$ cat config.mk
export PLATFORM = sky130hd
export DESIGN_NAME = tone_decoder
export DESIGN_NICKNAME = d
export VERILOG_FILES = /design/src/rtl/tone_pkg.sv /design/src/rtl/period_meter.sv /design/src/rtl/tone_decoder.sv
export SDC_FILE = /design/constraint.sdc
export NUM_CORES = 1
export LEC_CHECK = 0
export ABC_AREA = 1
export BUFFER_PORTS_ARGS = -buffer_cell sky130_fd_sc_hd__buf_2
export CAP_MARGIN = 25
export CORE_MARGIN = 4
export CORE_UTILIZATION = 45
export DETAILED_ROUTE_END_ITERATION = 16
export PLACE_DENSITY = 0.61
export SLEW_MARGIN = 20
export SYNTH_ARGS = -nofsm -noshare
export SYNTH_HDL_FRONTEND = slang
export SYNTH_SLANG_ARGS = --single-unit
$ cat constraint.sdc
create_clock -name clk -period 5.2 [get_ports clk]
set_clock_uncertainty 0.1 [all_clocks]
set_input_delay 0.78 -clock clk [delete_from_list [all_inputs] [get_ports clk]]
set_output_delay 0.78 -clock clk [all_outputs]
set_load 0.02 [all_outputs]
$ cat src/rtl/tone_pkg.sv
// Shared definitions for the tone decoder: pitch codes,
// half-period table, FSM states and the classifier.
package tone_pkg;

  localparam logic [2:0] P_SILENT = 3'd0;
  localparam logic [2:0] P1 = 3'd1;
  localparam logic [2:0] P2 = 3'd2;
  localparam logic [2:0] P3 = 3'd3;
  localparam logic [2:0] P4 = 3'd4;
  localparam logic [2:0] P5 = 3'd5;
  localparam logic [2:0] P6 = 3'd6;
  localparam logic [2:0] P7 = 3'd7;

  localparam int unsigned H_TAB [1:7] = '{
    95548, 85136, 75839, 71582,
    63776, 56819, 50618
  };

  typedef enum logic [1:0] {
    ST_SILENT,
    ST_ACQUIRE,
    ST_LOCKED
  } state_e;

  // Entries sit more than 2*tol apart, so at most one hits.
  function automatic logic [2:0] classify(
    input int unsigned meas,
    input int unsigned tol,
    input int unsigned shift
  );
    logic [2:0]  c;
    int unsigned h;
    int unsigned d;
    c = P_SILENT;
    for (int k = 1; k <= 7; k++) begin
      h = H_TAB[k] >> shift;
      d = (meas >= h) ? meas - h : h - meas;
      if (d <= tol) c = 3'(k);
    end
    return c;
  endfunction

endpackage

$ cat src/rtl/period_meter.sv
// Synchronises the tone input, strobes on every transition
// and measures the interval between strobes in clk cycles.
module period_meter #(
  parameter int unsigned SILENCE_CYC = 200000,
  parameter int unsigned CNT_W       = 18
) (
  input  logic             clk,
  input  logic             rst,
  input  logic             wave_i,
  output logic             edge_o,
  output logic [CNT_W-1:0] meas_o,
  output logic             timeout_o
);

  localparam logic [CNT_W-1:0] SIL = CNT_W'(SILENCE_CYC);

  logic             s1_q, s2_q, prev_q;
  logic             edge_q, edge_d;
  logic [CNT_W-1:0] cnt_q, cnt_d;

  // Left out of reset so a reset never fakes an edge.
  always_ff @(posedge clk) begin
    s1_q   <= wave_i;
    s2_q   <= s1_q;
    prev_q <= s2_q;
  end

  always_comb begin
    edge_d = s2_q ^ prev_q;
    cnt_d  = cnt_q;
    if (edge_q)
      cnt_d = CNT_W'(1);
    else if (cnt_q < SIL)
      cnt_d = cnt_q + CNT_W'(1);
  end

  always_ff @(posedge clk) begin
    if (rst) begin
      edge_q <= 1'b0;
      cnt_q  <= '0;
    end else begin
      edge_q <= edge_d;
      cnt_q  <= cnt_d;
    end
  end

  assign edge_o    = edge_q;
  assign meas_o    = cnt_q;
  assign timeout_o = (cnt_q == SIL);

endmodule

$ cat src/rtl/tone_decoder.sv
// Classifies a measured square wave against the pitch table
// and reports pitch, lock status and tone length.
import tone_pkg::*;

module tone_decoder #(
  parameter int unsigned TOL         = 64,
  parameter int unsigned LOCK_N      = 4,
  parameter int unsigned SILENCE_CYC = 200000,
  parameter int unsigned CNT_W       = 18,
  // Right-shift of the pitch table; 0 for real audio.
  parameter int unsigned TBL_SHIFT   = 0
) (
  input  logic        clk,
  input  logic        rst,
  input  logic        wave_in,
  output logic [2:0]  pitch,
  output logic        tone_on,
  output logic        pitch_valid,
  output logic [15:0] half_cnt,
  output logic [15:0] last_halves
);

  localparam logic [3:0] LOCK_M = 4'(LOCK_N);

  logic             edge_s;
  logic             timeout_s;
  logic [CNT_W-1:0] meas_s;
  logic [2:0]       cls;
  logic [15:0]      half_inc;
  logic [3:0]       match_inc;

  state_e      state_q;
  logic [2:0]  cand_q;
  logic [3:0]  match_q;
  logic [2:0]  pitch_q;
  logic        tone_q;
  logic        pv_q;
  logic [15:0] half_q;
  logic [15:0] last_q;

  period_meter #(
    .SILENCE_CYC(SILENCE_CYC),
    .CNT_W      (CNT_W)
  ) u_meter (
    .clk      (clk),
    .rst      (rst),
    .wave_i   (wave_in),
    .edge_o   (edge_s),
    .meas_o   (meas_s),
    .timeout_o(timeout_s)
  );

  assign cls = classify(32'(meas_s), TOL, TBL_SHIFT);
  assign match_inc = match_q + 4'd1;
  assign half_inc = (half_q == 16'hFFFF) ?
                    half_q : half_q + 16'd1;

  always_ff @(posedge clk) begin
    if (rst) begin
      state_q <= ST_SILENT;
      cand_q  <= P_SILENT;
      match_q <= '0;
      pitch_q <= P_SILENT;
      tone_q  <= 1'b0;
      pv_q    <= 1'b0;
      half_q  <= '0;
      last_q  <= '0;
    end else begin
      pv_q <= 1'b0;
      unique case (state_q)
        ST_SILENT: begin
          if (edge_s) begin
            state_q <= ST_ACQUIRE;
            match_q <= '0;
            cand_q  <= P_SILENT;
          end
        end
        ST_ACQUIRE: begin
          if (edge_s) begin
            if (cls == P_SILENT) begin
              match_q <= '0;
            end else if (cls == cand_q) begin
              match_q <= match_inc;
              if (match_inc == LOCK_M) begin
                state_q <= ST_LOCKED;
                pitch_q <= cand_q;
                pv_q    <= 1'b1;
                tone_q  <= 1'b1;
                half_q  <= 16'(LOCK_N);
              end
            end else begin
              cand_q  <= cls;
              match_q <= 4'd1;
            end
          end else if (timeout_s) begin
            state_q <= ST_SILENT;
          end
        end
        ST_LOCKED: begin
          if (edge_s) begin
            if (cls == pitch_q) begin
              half_q <= half_inc;
            end else begin
              last_q  <= half_q;
              pitch_q <= P_SILENT;
              pv_q    <= 1'b1;
              tone_q  <= 1'b0;
              state_q <= ST_ACQUIRE;
              cand_q  <= cls;
              match_q <= (cls != P_SILENT) ? 4'd1 : 4'd0;
            end
          end else if (timeout_s) begin
            state_q <= ST_SILENT;
            last_q  <= half_q;
            pitch_q <= P_SILENT;
            pv_q    <= 1'b1;
            tone_q  <= 1'b0;
          end
        end
        default: state_q <= ST_SILENT;
      endcase
    end
  end

  assign pitch       = pitch_q;
  assign tone_on     = tone_q;
  assign pitch_valid = pv_q;
  assign half_cnt    = half_q;
  assign last_halves = last_q;

endmodule

Yosys cells after proc, flatten, opt, wreduce, memory -nomap -nowiden
Index checks and enable logic that the tools add are counted.
- order comparisons: 15
- equality and inequality tests: 23
- add/subtract/negate cells: 17
- reductions and logical operators: 14
- bitwise operators: 1
- mux-type cells: 75
- operators with widths (kind ; number):
    <= comparator 32 x 7 -> 1 bit, second input constant ; 7
    2-to-1 mux 32 bit ; 7
    2-to-1 mux 16 bit ; 10
    subtractor 17 x 18 -> 19 bit, first input constant ; 4
    subtractor 18 x 17 -> 19 bit, second input constant ; 4
    >= comparator 18 x 17 -> 1 bit, second input constant ; 4
    2-to-1 mux 3 bit ; 19
    subtractor 16 x 18 -> 19 bit, first input constant ; 3
    subtractor 18 x 16 -> 19 bit, second input constant ; 3
    >= comparator 18 x 16 -> 1 bit, second input constant ; 3
    case mux 16 bit (2 select lines) ; 1
    2-to-1 mux 4 bit ; 6
    adder 18 x 1 -> 18 bit, second input constant ; 1
    equality test 18 bit, second input constant ; 1
    < comparator 18 bit, second input constant ; 1
    2-to-1 mux 1 bit ; 18
    adder 16 x 1 -> 16 bit, second input constant ; 1
    equality test 16 bit, second input constant ; 1
    2-to-1 mux 2 bit ; 8
    inequality test 2 bit, second input constant ; 8
    AND reduction 7 bit ; 2
    inequality test 3 bit, second input constant ; 4
    case mux 4 bit (3 select lines) ; 1
    AND reduction 5 bit ; 2
    19 further kinds ; 26
- bits of input ports: 3
- output and inout port bits: 37
- register bits after elaboration: 68
- word-level logic and storage cells: 159

Logic depth before layout (Yosys ltp)
Gate-level depths: netlist (run 1).
- word-level depth: 15
- gate-level depth with buffers: 32
- gate-level depth less buffers: 29

Cells and area by module
Synthesis (run 1) repeated with hierarchy kept, for this count alone.
- cell total of the unflattened synthesis: 2320
- area total of the unflattened synthesis: 12194.2 µm²
- by module, submodules not included (module ; seq. area each (µm²) ; times used ; cells an instance ; area an instance (µm²)):
    tone_decoder ; 920.9 ; 1 ; 2134 ; 10975.5
    period_meter ; 440.4 ; 1 ; 186 ; 1218.7

Worst setup path after synthesis (run 1)
Ideal clock, no wire load.
- kind: reg-to-reg
- from: register u_meter.cnt_q[7] (netlist: u_meter.meas_o[7])
- to: register half_q[3] (netlist: half_cnt[3])
- required time: 4.964 ns
- setup time: 0.136 ns
- clock period less this slack: 3.711 ns
- cell stages (with the launch flop): 28
- data arrival time: 3.475 ns
- buffers on the path: 4
- slack: 1.489 ns
- path through: dfxtp_1 buf_4 inv_2 buf_4 clkbuf_1 ha_1 inv_1 nor2_2 nand3_1 nand2_1 nand3_1 nand3_1 nand2_1 nor2_1 nand2_1 nor2_1 nand2_1 nor2_2 nor2_4 nand2_4 nand2_2 nand2_2 nand4_2 nand2_4 nand3_4 buf_8 nand2_2 a21oi_2
- cells in the longest elaborated chain, start to end: 13
- elaborated cells between the ends (all ways): 49
- those cells by class: add/sub: 14; order compare: 14; eq/ne: 5; mux: 14; reduce/logical: 2
- RTL lines (element ; RTL line ; source):
    start, declared ; period_meter.sv:19 ; logic [CNT_W-1:0] cnt_q, cnt_d;
    start signal, assigned ; period_meter.sv:43 ; cnt_q <= cnt_d;
    subtractor 17 x 18 -> 19 bit (tied with other cells) ; tone_pkg.sv:37 ; d = (meas >= h) ? meas - h : h - meas;
    2-to-1 mux 32 bit ; tone_pkg.sv:37 ;
    <= comparator 32 x 7 -> 1 bit ; tone_pkg.sv:38 ; if (d <= tol) c = 3'(k);
    2-to-1 mux 1 bit ; tone_pkg.sv:38 ;
    2-to-1 mux 3 bit (5 in a row) ; tone_pkg.sv:38 ;
    2-to-1 mux 3 bit * ; tone_pkg.sv:38 ;
    equality test 3 bit (tied with other cells) ; tone_decoder.sv:101 ; if (cls == pitch_q) begin
    inequality test 2 bit (no source line) ; n/a ;
    AND reduction 8 bit (no source line) * ; n/a ;
    end signal, assigned ; tone_decoder.sv:89 ; half_q <= 16'(LOCK_N);
    end signal, assigned ; tone_decoder.sv:102 ; half_q <= half_inc;
    end, declared ; tone_decoder.sv:38 ; logic [15:0] half_q;
Mark *: on every way between the ends. The rest lies on a longest branch, timed or not.
A chain may end at the register's enable or synchronous reset.

Worst setup path after layout (run 1)
- from: register u_meter.cnt_q[10] (netlist: u_meter.meas_o[10])
- to: register last_q[15] (netlist: last_halves[15])
- cells in the longest elaborated chain, start to end: 13
- elaborated cells between the ends (all ways): 47
- those cells by class: add/sub: 14; order compare: 14; eq/ne: 3; mux: 14; reduce/logical: 2
- RTL lines (element ; RTL line ; source):
    subtractor 17 x 18 -> 19 bit (tied with other cells) ; tone_pkg.sv:37 ;
    2-to-1 mux 32 bit ; tone_pkg.sv:37 ;
    <= comparator 32 x 7 -> 1 bit ; tone_pkg.sv:38 ;
    2-to-1 mux 1 bit ; tone_pkg.sv:38 ;
    2-to-1 mux 3 bit (6 in a row) ; tone_pkg.sv:38 ;
    equality test 3 bit ; tone_decoder.sv:101 ;
    inequality test 2 bit (no source line) ; n/a ;
    AND reduction 3 bit (no source line) * ; n/a ;
    end signal, assigned ; tone_decoder.sv:104 ; last_q <= half_q;
    end signal, assigned ; tone_decoder.sv:114 ; last_q <= half_q;
    end, declared ; tone_decoder.sv:39 ; logic [15:0] last_q;
Marked as above.

==> run_results.csv, run 1 <==
group,metric,value,unit
logic_synthesis,ys_seq_elements,68,
clock_network,htree_levels,3,
sta,relSlewSlack,0.338,
global_route,gr-total-overflow,0,
logic_synthesis,async_flop_share,0,
die,start_util,0.463,
clock_network,clock_latency,0.34,ns
logic_synthesis,netlist_area,12200,µm²
cells_and_area,area_growth,7.84,%
logic_synthesis,synth_ff_type,"dfxtp_1",
logic_synthesis,syn_nets,2339,
setup_path,slowest_stage,"dfxtp_1",
sta,final-max-slew-violation-count,0,
pwr,power.leakage,6.74,nW
logic_synthesis,synthCells,2301,
logic_synthesis,synth_top_family_by_area,"simple AND/OR/NAND/NOR gates",
sta,max_freq,201,MHz
logic_synthesis,seq_area_frac_synth,0.112,
global_route,grt_pass1_vias,14483,
logic_synthesis,yosys-mux-area-fraction,0,
sta,fin_crit_sh,0.958,
die,die_h,172,µm
setup_path,crit_top_cell,"nand2_1",
hold_path,hold_path_class,"flip-flop to flip-flop",
setup_path,cp_cell_sequence,"buf_4 -> inv_2 -> nor2_4 -> nand2_1 -> o21ai_2 -> nand2_2 -> nand3_2 -> inv_2 -> nand2_1 -> nand2_1 -> nor2_1 -> nand4_1 -> nor2_1 -> nor2_1 -> nand3_1 -> nand2_1 -> nand2_1 -> nand3_1 -> nand2_1 -> nand2_2 -> inv_2 -> nor2_1 -> nor2_1",
placed_design,place_ws,0.423,ns
placed_design,post-place-cells,2653,
clock_network,cts_resized,0,
clock_network,clockBufferDepth,2,
global_route,grt_usage,0.403,
setup_path,cp.required,5.37,ns
setup_path,critical_path_peak_fanout,26,
setup_path,start_kind,"flip-flop",
sta,period_minus_slack,4.98,ns
cells_and_area,layoutNonFillerInstCount,2669,
logic_synthesis,synth-edff-count,0,
clock_network,clockRootBuffer,"clkbuf_16",
pwr,p_clk_frac,0.393,
cells_and_area,stdcell_area,13100,µm²
sta,fin_ws,0.217,ns
logic_synthesis,ys_warn_count,0,
global_route,grt_max_degree,31,
route,first_iter_violations,2323,
logic_synthesis,synthAdderAreaFrac,0.0360,
die,row_count,59,
pwr,p_switching,0.000675,W
die,fp.dieW,172,µm
sta,finalSetupTns,0,ns
placed_design,dpl_cell_area,12800,µm²
logic_synthesis,synth_compound_area_frac,0.105,
global_route,antenna_found_initial,2,
cells_and_area,diodes,0,
sta,setup_viol,0,
global_route,grt_pass1_wl,90700,µm
cells_and_area,finalNetCount,2367,
route,drc_errors,0,
pwr,combPwrFrac,0.291,
clock_network,numClockSinks,68,
setup_path,critical_path.endpoint_type,"flip-flop",
job,maxCapViolCount,0,
cells_and_area,multi_input_area,9380,µm²
logic_synthesis,synth_xor_area_frac,0.0676,
outcome,status,"finished, final reports clean",
cells_and_area,nFillCells,2990,
logic_synthesis,yosysUniqueCellTypes,48,
pwr,power,0.00185,W
setup_path,cp_slowest_stage_delay,0.97,ns
pwr,p_per_area,141,nW/µm²
clock_network,cts_buffers,9,
sta,worst_pin_slew,0.991,ns
sta,hold_viol,0,
clock_network,cts_setup_buffers,0,
placed_design,routabilityCongestion,1.11,
route,vias,15931,
pwr,swShare,0.365,
placed_design,place.port_buffers,39,
clock_network,clkTransAtPathRegs,0.06,ns
route,viasPerCell,5.97,
die,die_area,29700,µm²
route,wl_per_cell,22.7,µm
route,totalWireLength,60500,µm
clock_network,cts_tree,"yes",
sta,rsz0062_at_grt,"no",
die,ios,40,
cells_and_area,seq_area,1360,µm²
setup_path,worst_ep_arrival_time,5.15,ns
logic_synthesis,synth-simple-area-share,0.563,
pwr,p_int,0.00118,W
setup_path,critical_path_class,"flip-flop to flip-flop",
die,core_area,26300,µm²
pwr,ir_drop,0.240,mV
cells_and_area,drive_above_1_share,0.124,
route,first_pass_iters,6,
pwr,seqPwrFrac,0.315,
logic_synthesis,synth.avg_cell_area,5.28,µm²
clock_network,cts_hold_buf,0,
placed_design,dp_hpwl,47500,µm
route,final_antenna_net_count,0,
-- layout by cell type (no fill, tap or decap), types with 9 or more instances in the layout --
cell type,n
clkbuf_16,9
a21oi_2,13
a21oi_1,78
o21ai_1,25
nand3_2,9
nor2_2,26
xor2_1,85
buf_4,77
inv_1,183
buf_2,39
nand2_2,35
nor2_1,297
nor3_1,21
dfxtp_1,68
ha_1,35
nand2_1,834
nand2_4,13
nand3_1,222
nand4_1,73
o21ai_0,85
inv_2,31
nor2_4,12
-- layer usage --
layer	GRT usage	vias up	share of wire
met5	0	-	0.00018
met4	0.208	2	0.067
met3	0.0914	260	0.12
met2	0.584	1035	0.40
met1	0.556	7239	0.41
li1	-	7395	-
-- cell usage after synthesis, drive strengths merged (3+ instances only) --
| master | number | area share |
|---|---|---|
| ha | 35 | 0.036 |
| clkinv | 5 | 0.0015 |
| o21ai | 116 | 0.050 |
| xor2 | 86 | 0.063 |
| xnor2 | 7 | 0.0050 |
| nor3b | 3 | 0.0019 |
| nor3 | 21 | 0.0086 |
| nand4 | 75 | 0.040 |
| dfxtp | 68 | 0.11 |
| nor2 | 336 | 0.12 |
| nand3 | 234 | 0.10 |
| nor4 | 3 | 0.0015 |
| clkbuf | 24 | 0.0074 |
| nand2 | 882 | 0.29 |
| inv | 214 | 0.066 |
| a31oi | 4 | 0.0021 |
| o211ai | 7 | 0.0051 |
| a211oi | 3 | 0.0019 |
| a21oi | 92 | 0.043 |
| buf | 75 | 0.041 |
-- power groups by stage --
stage | Clock (W) | Combinational [W] | Sequential, W
floorplan | 0 | 0.000401 | 0.000599
detailed placement | 0 | 0.000525 | 0.000595
global placement | 0 | 0.000523 | 0.000593
finish | 0.000728 | 0.000539 | 0.000584
global route | 0.000758 | 0.000598 | 0.000588
CTS | 0.000729 | 0.000528 | 0.000583
-- area by class of cell --
cell class / count / share of cell area
flip-flops and latches: 68 / 0.104
clock inverters: 7 / 0.00945
well taps: 335 / 0.0320
clock buffers: 9 / 0.0172
repair buffers: 116 / 0.0590
inverters: 219 / 0.0627
multi-input cells: 1915 / 0.716
-- worst paths after layout --
kind	from	to	slack, ns	cells past startpoint
min	u_meter.s1_q$_DFF_P_	u_meter.s2_q$_DFF_P_	0.23	0
max	u_meter.meas_o[10]$_SDFFE_PP0P_	last_halves[15]$_SDFFE_PP0P_	0.22	23
min reg2reg	u_meter.s1_q$_DFF_P_	u_meter.s2_q$_DFF_P_	0.23	0
max reg2reg	u_meter.meas_o[10]$_SDFFE_PP0P_	last_halves[15]$_SDFFE_PP0P_	0.22	23
-- worst max-delay path: cells and delay by family (launching register included) --
kind	cells	cell delay, ns
simple gates	18	2.74
buf+inv	4	0.89
compound gates	1	0.21
flops	1	0.97
-- state kept, by name, indices dropped and copies added, names as in the netlist --
register	flops
tone_on	1
u_meter.s2_q	1
pitch_valid	1
match_q	4
u_meter.edge_o	1
pitch	3
u_meter.prev_q	1
u_meter.meas_o	18
state_q	2
half_cnt	16
u_meter.s1_q	1
last_halves	16
cand_q	3
-- metrics by stage --
step,hold WS (ns),util
2_1_floorplan,0.210,-
3_3_place_gp,0.218,0.486
3_5_place_dp,0.223,0.486
4_1_cts,0.236,0.499
5_1_grt,0.252,0.499
6_report,0.233,0.499
-- cells by family after synthesis --
| logic type | count (synthesis) |
|---|---|
| and+or+nand+nor | 1559 |
| adders and majority gates | 35 |
| xor gates and xnor gates | 93 |
| buffers and inverters | 318 |
| AOI/OAI and AO/OA | 228 |
| DFF | 68 |
(Power assumes the default switching activity.)
==> run 2: changes to the inputs <==
--- a/config.mk
+++ b/config.mk
@@ -6,12 +6,12 @@
 export NUM_CORES = 1
 export LEC_CHECK = 0
 export ABC_AREA = 1
-export BUFFER_PORTS_ARGS = -buffer_cell sky130_fd_sc_hd__buf_2
 export CAP_MARGIN = 25
 export CORE_MARGIN = 4
 export CORE_UTILIZATION = 45
 export DETAILED_ROUTE_END_ITERATION = 16
-export PLACE_DENSITY = 0.61
+export DONT_BUFFER_PORTS = 1
+export PLACE_DENSITY = 0.6
 export SLEW_MARGIN = 20
 export SYNTH_ARGS = -nofsm -noshare
 export SYNTH_HDL_FRONTEND = slang
==> run_results.csv, run 2 (synthesized netlist as in run 1, its figures left out) <==
group,metric,value,unit
cells_and_area,finalNetCount,2329,
sta,relSlewSlack,0.256,
hold_path,hold_path_class,"flip-flop to flip-flop",
sta,final-max-slew-violation-count,0,
setup_path,ff2ff_setup_slack,0.26,ns
clock_network,cts_resized,0,
placed_design,place.port_buffers,0,
clock_network,cts_hold_buf,0,
sta,fin_crit_sh,0.950,
global_route,antenna_found_initial,1,
placed_design,routabilityCongestion,1.08,
setup_path,rr_worst_depth,23,
sta,finalSetupTns,0,ns
cells_and_area,area_growth,6.32,%
route,wl_per_cell,23.3,µm
clock_network,cts_tree,"yes",
pwr,p_clk_frac,0.390,
route,vias,15776,
die,die_area,29700,µm²
sta,fin_ws,0.260,ns
placed_design,post-place-cells,2614,
route,first_iter_violations,2151,
sta,setup_viol,0,
clock_network,numClockSinks,68,
die,core_area,26300,µm²
die,start_util,0.463,
clock_network,cts_buffers,9,
cells_and_area,nFillCells,3007,
job,maxCapViolCount,0,
sta,rsz0062_at_grt,"no",
route,first_pass_iters,6,
pwr,p_int,0.00116,W
global_route,grt_pass1_vias,14370,
setup_path,critical_path_class,"flip-flop to flip-flop",
clock_network,clockRootBuffer,"clkbuf_16",
die,fp.dieW,172,µm
setup_path,start_kind,"flip-flop",
placed_design,dp_hpwl,47000,µm
pwr,ir_drop,0.166,mV
clock_network,cts_setup_buffers,0,
setup_path,crit_start,"u_meter.meas_o[15]$_SDFFE_PP0P_",
cells_and_area,layout_commonest_cell,"nand2_1",
pwr,p_switching,0.000674,W
setup_path,timing.rr.end,"half_cnt[1]$_SDFFE_PP0P_",
pwr,p_per_area,142,nW/µm²
placed_design,place_ws,0.373,ns
die,die_h,172,µm
cells_and_area,utilization,0.492,
sta,worst_pin_slew,1.10,ns
sta,period_minus_slack,4.94,ns
global_route,gr-total-overflow,0,
die,row_count,59,
pwr,seqPwrFrac,0.327,
setup_path,endpoint,"half_cnt[1]$_SDFFE_PP0P_",
route,drc_errors,0,
outcome,status,"finished, final reports clean",
cells_and_area,diodes,0,
clock_network,htree_levels,3,
setup_path,cp.required,5.33,ns
cells_and_area,final_cell_mix,"834 x nand2_1, 297 x nor2_1, 222 x nand3_1, 183 x inv_1",
pwr,power.leakage,6.53,nW
global_route,grt_max_degree,31,
sta,hold_viol,0,
clock_network,clock_latency,0.34,ns
setup_path,worst_ep_arrival_time,5.07,ns
hold_path,hold_path_depth,0,
setup_path,timing.rr.start,"u_meter.meas_o[15]$_SDFFE_PP0P_",
setup_path,critical_path_peak_fanout,21,
clock_network,clockBufferDepth,2,
route,final_antenna_net_count,0,
cells_and_area,layoutNonFillerInstCount,2630,
global_route,grt_pass1_wl,90000,µm
clock_network,clkTransAtPathRegs,0.06,ns
setup_path,critical_path.endpoint_type,"flip-flop",
pwr,swShare,0.367,
route,viasPerCell,6.00,
cells_and_area,drive_above_1_share,0.109,
die,ios,40,
cells_and_area,largest_reg_flops,18,
sta,max_freq,202,MHz
route,totalWireLength,61200,µm
pwr,combPwrFrac,0.283,
global_route,grt_usage,0.403,
==> run 2: power by group through the flow <==
stage / registers, W / logic [W] / clock network, W
after floorplan: 0.000599 / 0.000401 / 0
after global placement: 0.000612 / 0.000496 / 0
after detailed placement: 0.000613 / 0.000501 / 0
after CTS: 0.000602 / 0.000510 / 0.000721
after global routing: 0.000606 / 0.000582 / 0.000740
final: 0.000602 / 0.000520 / 0.000717
==> run 2: layout make-up <==
class                      count  area, µm²  area share
multi-input combinational   1915       9380       0.726
tap                          335        419      0.0324
timing repair buffer          78        598      0.0463
inverter                     219        822      0.0636
sequential                    68       1360       0.105
clock inverter                 6        114     0.00881
clock buffer                   9        225      0.0174
==> run 2: worst min path at each step <==
| stage | start | endpoint | slack, ns |
|---|---|---|---|
| 6_report | u_meter.s1_q$_DFF_P_ | u_meter.s2_q$_DFF_P_ | 0.23 |
| 5_1_grt | u_meter.s1_q$_DFF_P_ | u_meter.s2_q$_DFF_P_ | 0.24 |
| 4_1_cts | u_meter.s1_q$_DFF_P_ | u_meter.s2_q$_DFF_P_ | 0.23 |
| 3_5_place_dp | u_meter.s1_q$_DFF_P_ | u_meter.s2_q$_DFF_P_ | 0.21 |
| 3_3_place_gp | u_meter.s1_q$_DFF_P_ | u_meter.s2_q$_DFF_P_ | 0.21 |
| 2_1_floorplan | u_meter.s1_q$_DFF_P_ | u_meter.s2_q$_DFF_P_ | 0.21 |
==> run 2: critical path, cell delays in order, from the launching register on <==
cell and delay [ns]:
dfxtp_1 0.74, inv_2 0.46, nor2_1 0.60, nand2_1 0.15, nor2_1 0.20, nand3_2 0.21, nand2_4 0.25, o21ai_0 0.13
nand2_1 0.12, nand3_1 0.09, nor3_1 0.23, nand2_1 0.22, nand2_1 0.15, nor2_2 0.07, nand3_1 0.07, nand2_1 0.07
nor2_2 0.16, nand2_2 0.08, nand2_4 0.12, nand3_4 0.26, inv_2 0.14, nand2_1 0.05, nand2_1 0.07, nor2_1 0.06
==> run 2: metal layers <==
metal  track usage  part of all wire  vias up
met4         0.210             0.062        2
met1         0.528              0.40     7208
met2         0.608              0.42     1023
met5             0           0.00025        -
li1              -                 -     7312
met3         0.107              0.13      231
==> run 2: metrics by stage <==
step | hold slack [ns] | power (W) | instance area (µm²)
detailed placement | 0.215 | 0.00111 | 12600
finish | 0.226 | 0.00184 | 12900
CTS | 0.229 | 0.00183 | 12900
global route | 0.240 | 0.00193 | 12900
floorplan | 0.210 | 0.00100 | 12200
global placement | 0.212 | 0.00111 | 12600
==> run 3: changes to the inputs <==
--- a/config.mk
+++ b/config.mk
@@ -12,6 +12,7 @@
 export DETAILED_ROUTE_END_ITERATION = 16
 export DONT_BUFFER_PORTS = 1
 export PLACE_DENSITY = 0.6
+export REMOVE_ABC_BUFFERS = 1
 export SLEW_MARGIN = 20
 export SYNTH_ARGS = -nofsm -noshare
 export SYNTH_HDL_FRONTEND = slang
==> run_results.csv, run 3 (synthesized netlist as in run 1, its figures left out) <==
group,metric,value,unit
sta,max_freq,202,MHz
sta,setup_viol,0,
route,drc_errors,0,
outcome,status,"finished, final reports clean",
clock_network,cts_hold_buf,0,
cells_and_area,final_cell_mix,"834 x nand2_1, 297 x nor2_1, 222 x nand3_1, 183 x inv_1",
setup_path,critical_path_class,"flip-flop to flip-flop",
route,vias,15773,
die,core_area,26300,µm²
route,first_pass_iters,8,
clock_network,cts_buffers,9,
pwr,power,0.00180,W
setup_path,crit_start,"u_meter.meas_o[2]$_SDFFE_PP0P_",
setup_path,timing.rr.start,"u_meter.meas_o[2]$_SDFFE_PP0P_",
hold_path,hold_path_class,"flip-flop to flip-flop",
setup_path,worst_ep_arrival_time,5.08,ns
route,totalWireLength,59700,µm
sta,fin_ws,0.260,ns
clock_network,clkTransAtPathRegs,0.07,ns
sta,hold_viol,0,
setup_path,rr_worst_depth,26,
sta,final-max-slew-violation-count,0,
die,ios,40,
global_route,grt_max_degree,31,
sta,worst_pin_slew,0.908,ns
sta,fin_crit_sh,0.950,
setup_path,ff2ff_setup_slack,0.26,ns
cells_and_area,largest_reg_flops,18,
cells_and_area,diodes,0,
global_route,grt_usage,0.395,
route,first_iter_violations,1925,
die,die_area,29700,µm²
route,wl_per_cell,22.7,µm
sta,relSlewSlack,0.392,
clock_network,numClockSinks,68,
clock_network,clock_latency,0.36,ns
sta,period_minus_slack,4.94,ns
die,start_util,0.463,
clock_network,clockRootBuffer,"clkbuf_16",
cells_and_area,utilization,0.490,
setup_path,start_kind,"flip-flop",
setup_path,cp.required,5.34,ns
setup_path,endpoint,"half_cnt[1]$_SDFFE_PP0P_",
setup_path,critical_path_peak_fanout,16,
clock_network,cts_tree,"yes",
pwr,p_per_area,139,nW/µm²
route,final_antenna_net_count,0,
cells_and_area,area_growth,6.03,%
placed_design,routabilityCongestion,1.09,
pwr,ir_drop,0.173,mV
route,viasPerCell,5.99,
global_route,grt_pass1_wl,88600,µm
job,maxCapViolCount,0,
placed_design,place.port_buffers,0,
placed_design,dp_hpwl,46600,µm
cells_and_area,drive_above_1_share,0.110,
setup_path,timing.rr.end,"half_cnt[1]$_SDFFE_PP0P_",
clock_network,cts_resized,0,
sta,rsz0062_at_grt,"no",
die,row_count,59,
global_route,antenna_found_initial,0,
pwr,power.leakage,6.52,nW
cells_and_area,finalNetCount,2330,
die,fp.dieW,172,µm
placed_design,place_ws,0.0359,ns
clock_network,htree_levels,3,
placed_design,post-place-cells,2616,
clock_network,cts_setup_buffers,0,
cells_and_area,layout_commonest_cell,"nand2_1",
clock_network,clockBufferDepth,2,
global_route,gr-total-overflow,0,
die,die_h,172,µm
sta,holdWs,0.222,ns
setup_path,critical_path.endpoint_type,"flip-flop",
cells_and_area,layoutNonFillerInstCount,2632,
global_route,grt_pass1_vias,14464,
run 3: worst min-delay path by stage:
stage | startpoint | end | slack (ns) | cells after the start
after global routing | u_meter.s1_q$_DFF_P_ | u_meter.s2_q$_DFF_P_ | 0.24 | 0
after CTS | u_meter.s1_q$_DFF_P_ | u_meter.s2_q$_DFF_P_ | 0.22 | 0
final | u_meter.s1_q$_DFF_P_ | u_meter.s2_q$_DFF_P_ | 0.22 | 0
after global placement | u_meter.s1_q$_DFF_P_ | u_meter.s2_q$_DFF_P_ | 0.22 | 0
after floorplan | u_meter.s1_q$_DFF_P_ | u_meter.s2_q$_DFF_P_ | 0.21 | 0
after detailed placement | u_meter.s1_q$_DFF_P_ | u_meter.s2_q$_DFF_P_ | 0.21 | 0
run 3: routing by layer:
layer	track usage	vias up	wire length (µm)
met5	0	-	0
met4	0.199	0	3890
met3	0.107	243	7460
met2	0.603	1018	24900
met1	0.511	7186	23400
li1	-	7326	-
run 3: through the flow:
step / area [µm²] / setup TNS [ns]
finish: 12900 / 0
global route: 12900 / 0
CTS: 12900 / 0
detailed placement: 12600 / 0
global placement: 12600 / -0.0591
floorplan: 11600 / 0
run 3: critical path, stage by stage, from the launching register on:
cell and delay (ns):
dfxtp_1 0.61, inv_1 0.46, ha_1 0.35, inv_1 0.23
nor2_1 0.14, nand2_1 0.14, nand2_1 0.14, nand2_1 0.09
nand2_1 0.14, a21oi_1 0.21, nand2_1 0.07, nand2_1 0.09
nand2_1 0.05, nand2_1 0.10, nand4_1 0.12, nor2_1 0.35
nor2_1 0.18, nand3_1 0.12, nand2_1 0.05, nand2_1 0.17
nand4_2 0.14, nand2_4 0.20, nand3_4 0.26, inv_2 0.14
nand2_1 0.06, nand2_1 0.06, nor2_1 0.05
run 3: area by class of cell:
class,instances,area (µm²)
clock buffer,9,225
clock inverter,7,80.1
fill,2951,13400
inverter,219,822
multi-input combinational,1915,9390
sequential,68,1360
tap,335,419
timing repair buffer,79,593
run 3: power breakdown:
part | internal [W] | switching [W] | total, W | leakage (nW)
clock | 0.000380 | 0.000296 | 0.000675 | 0.143
combinational | 0.000145 | 0.000375 | 0.000519 | 5.82
sequential | 0.000551 | 0.0000496 | 0.000600 | 0.551
total | 0.00107 | 0.000720 | 0.00180 | 6.52
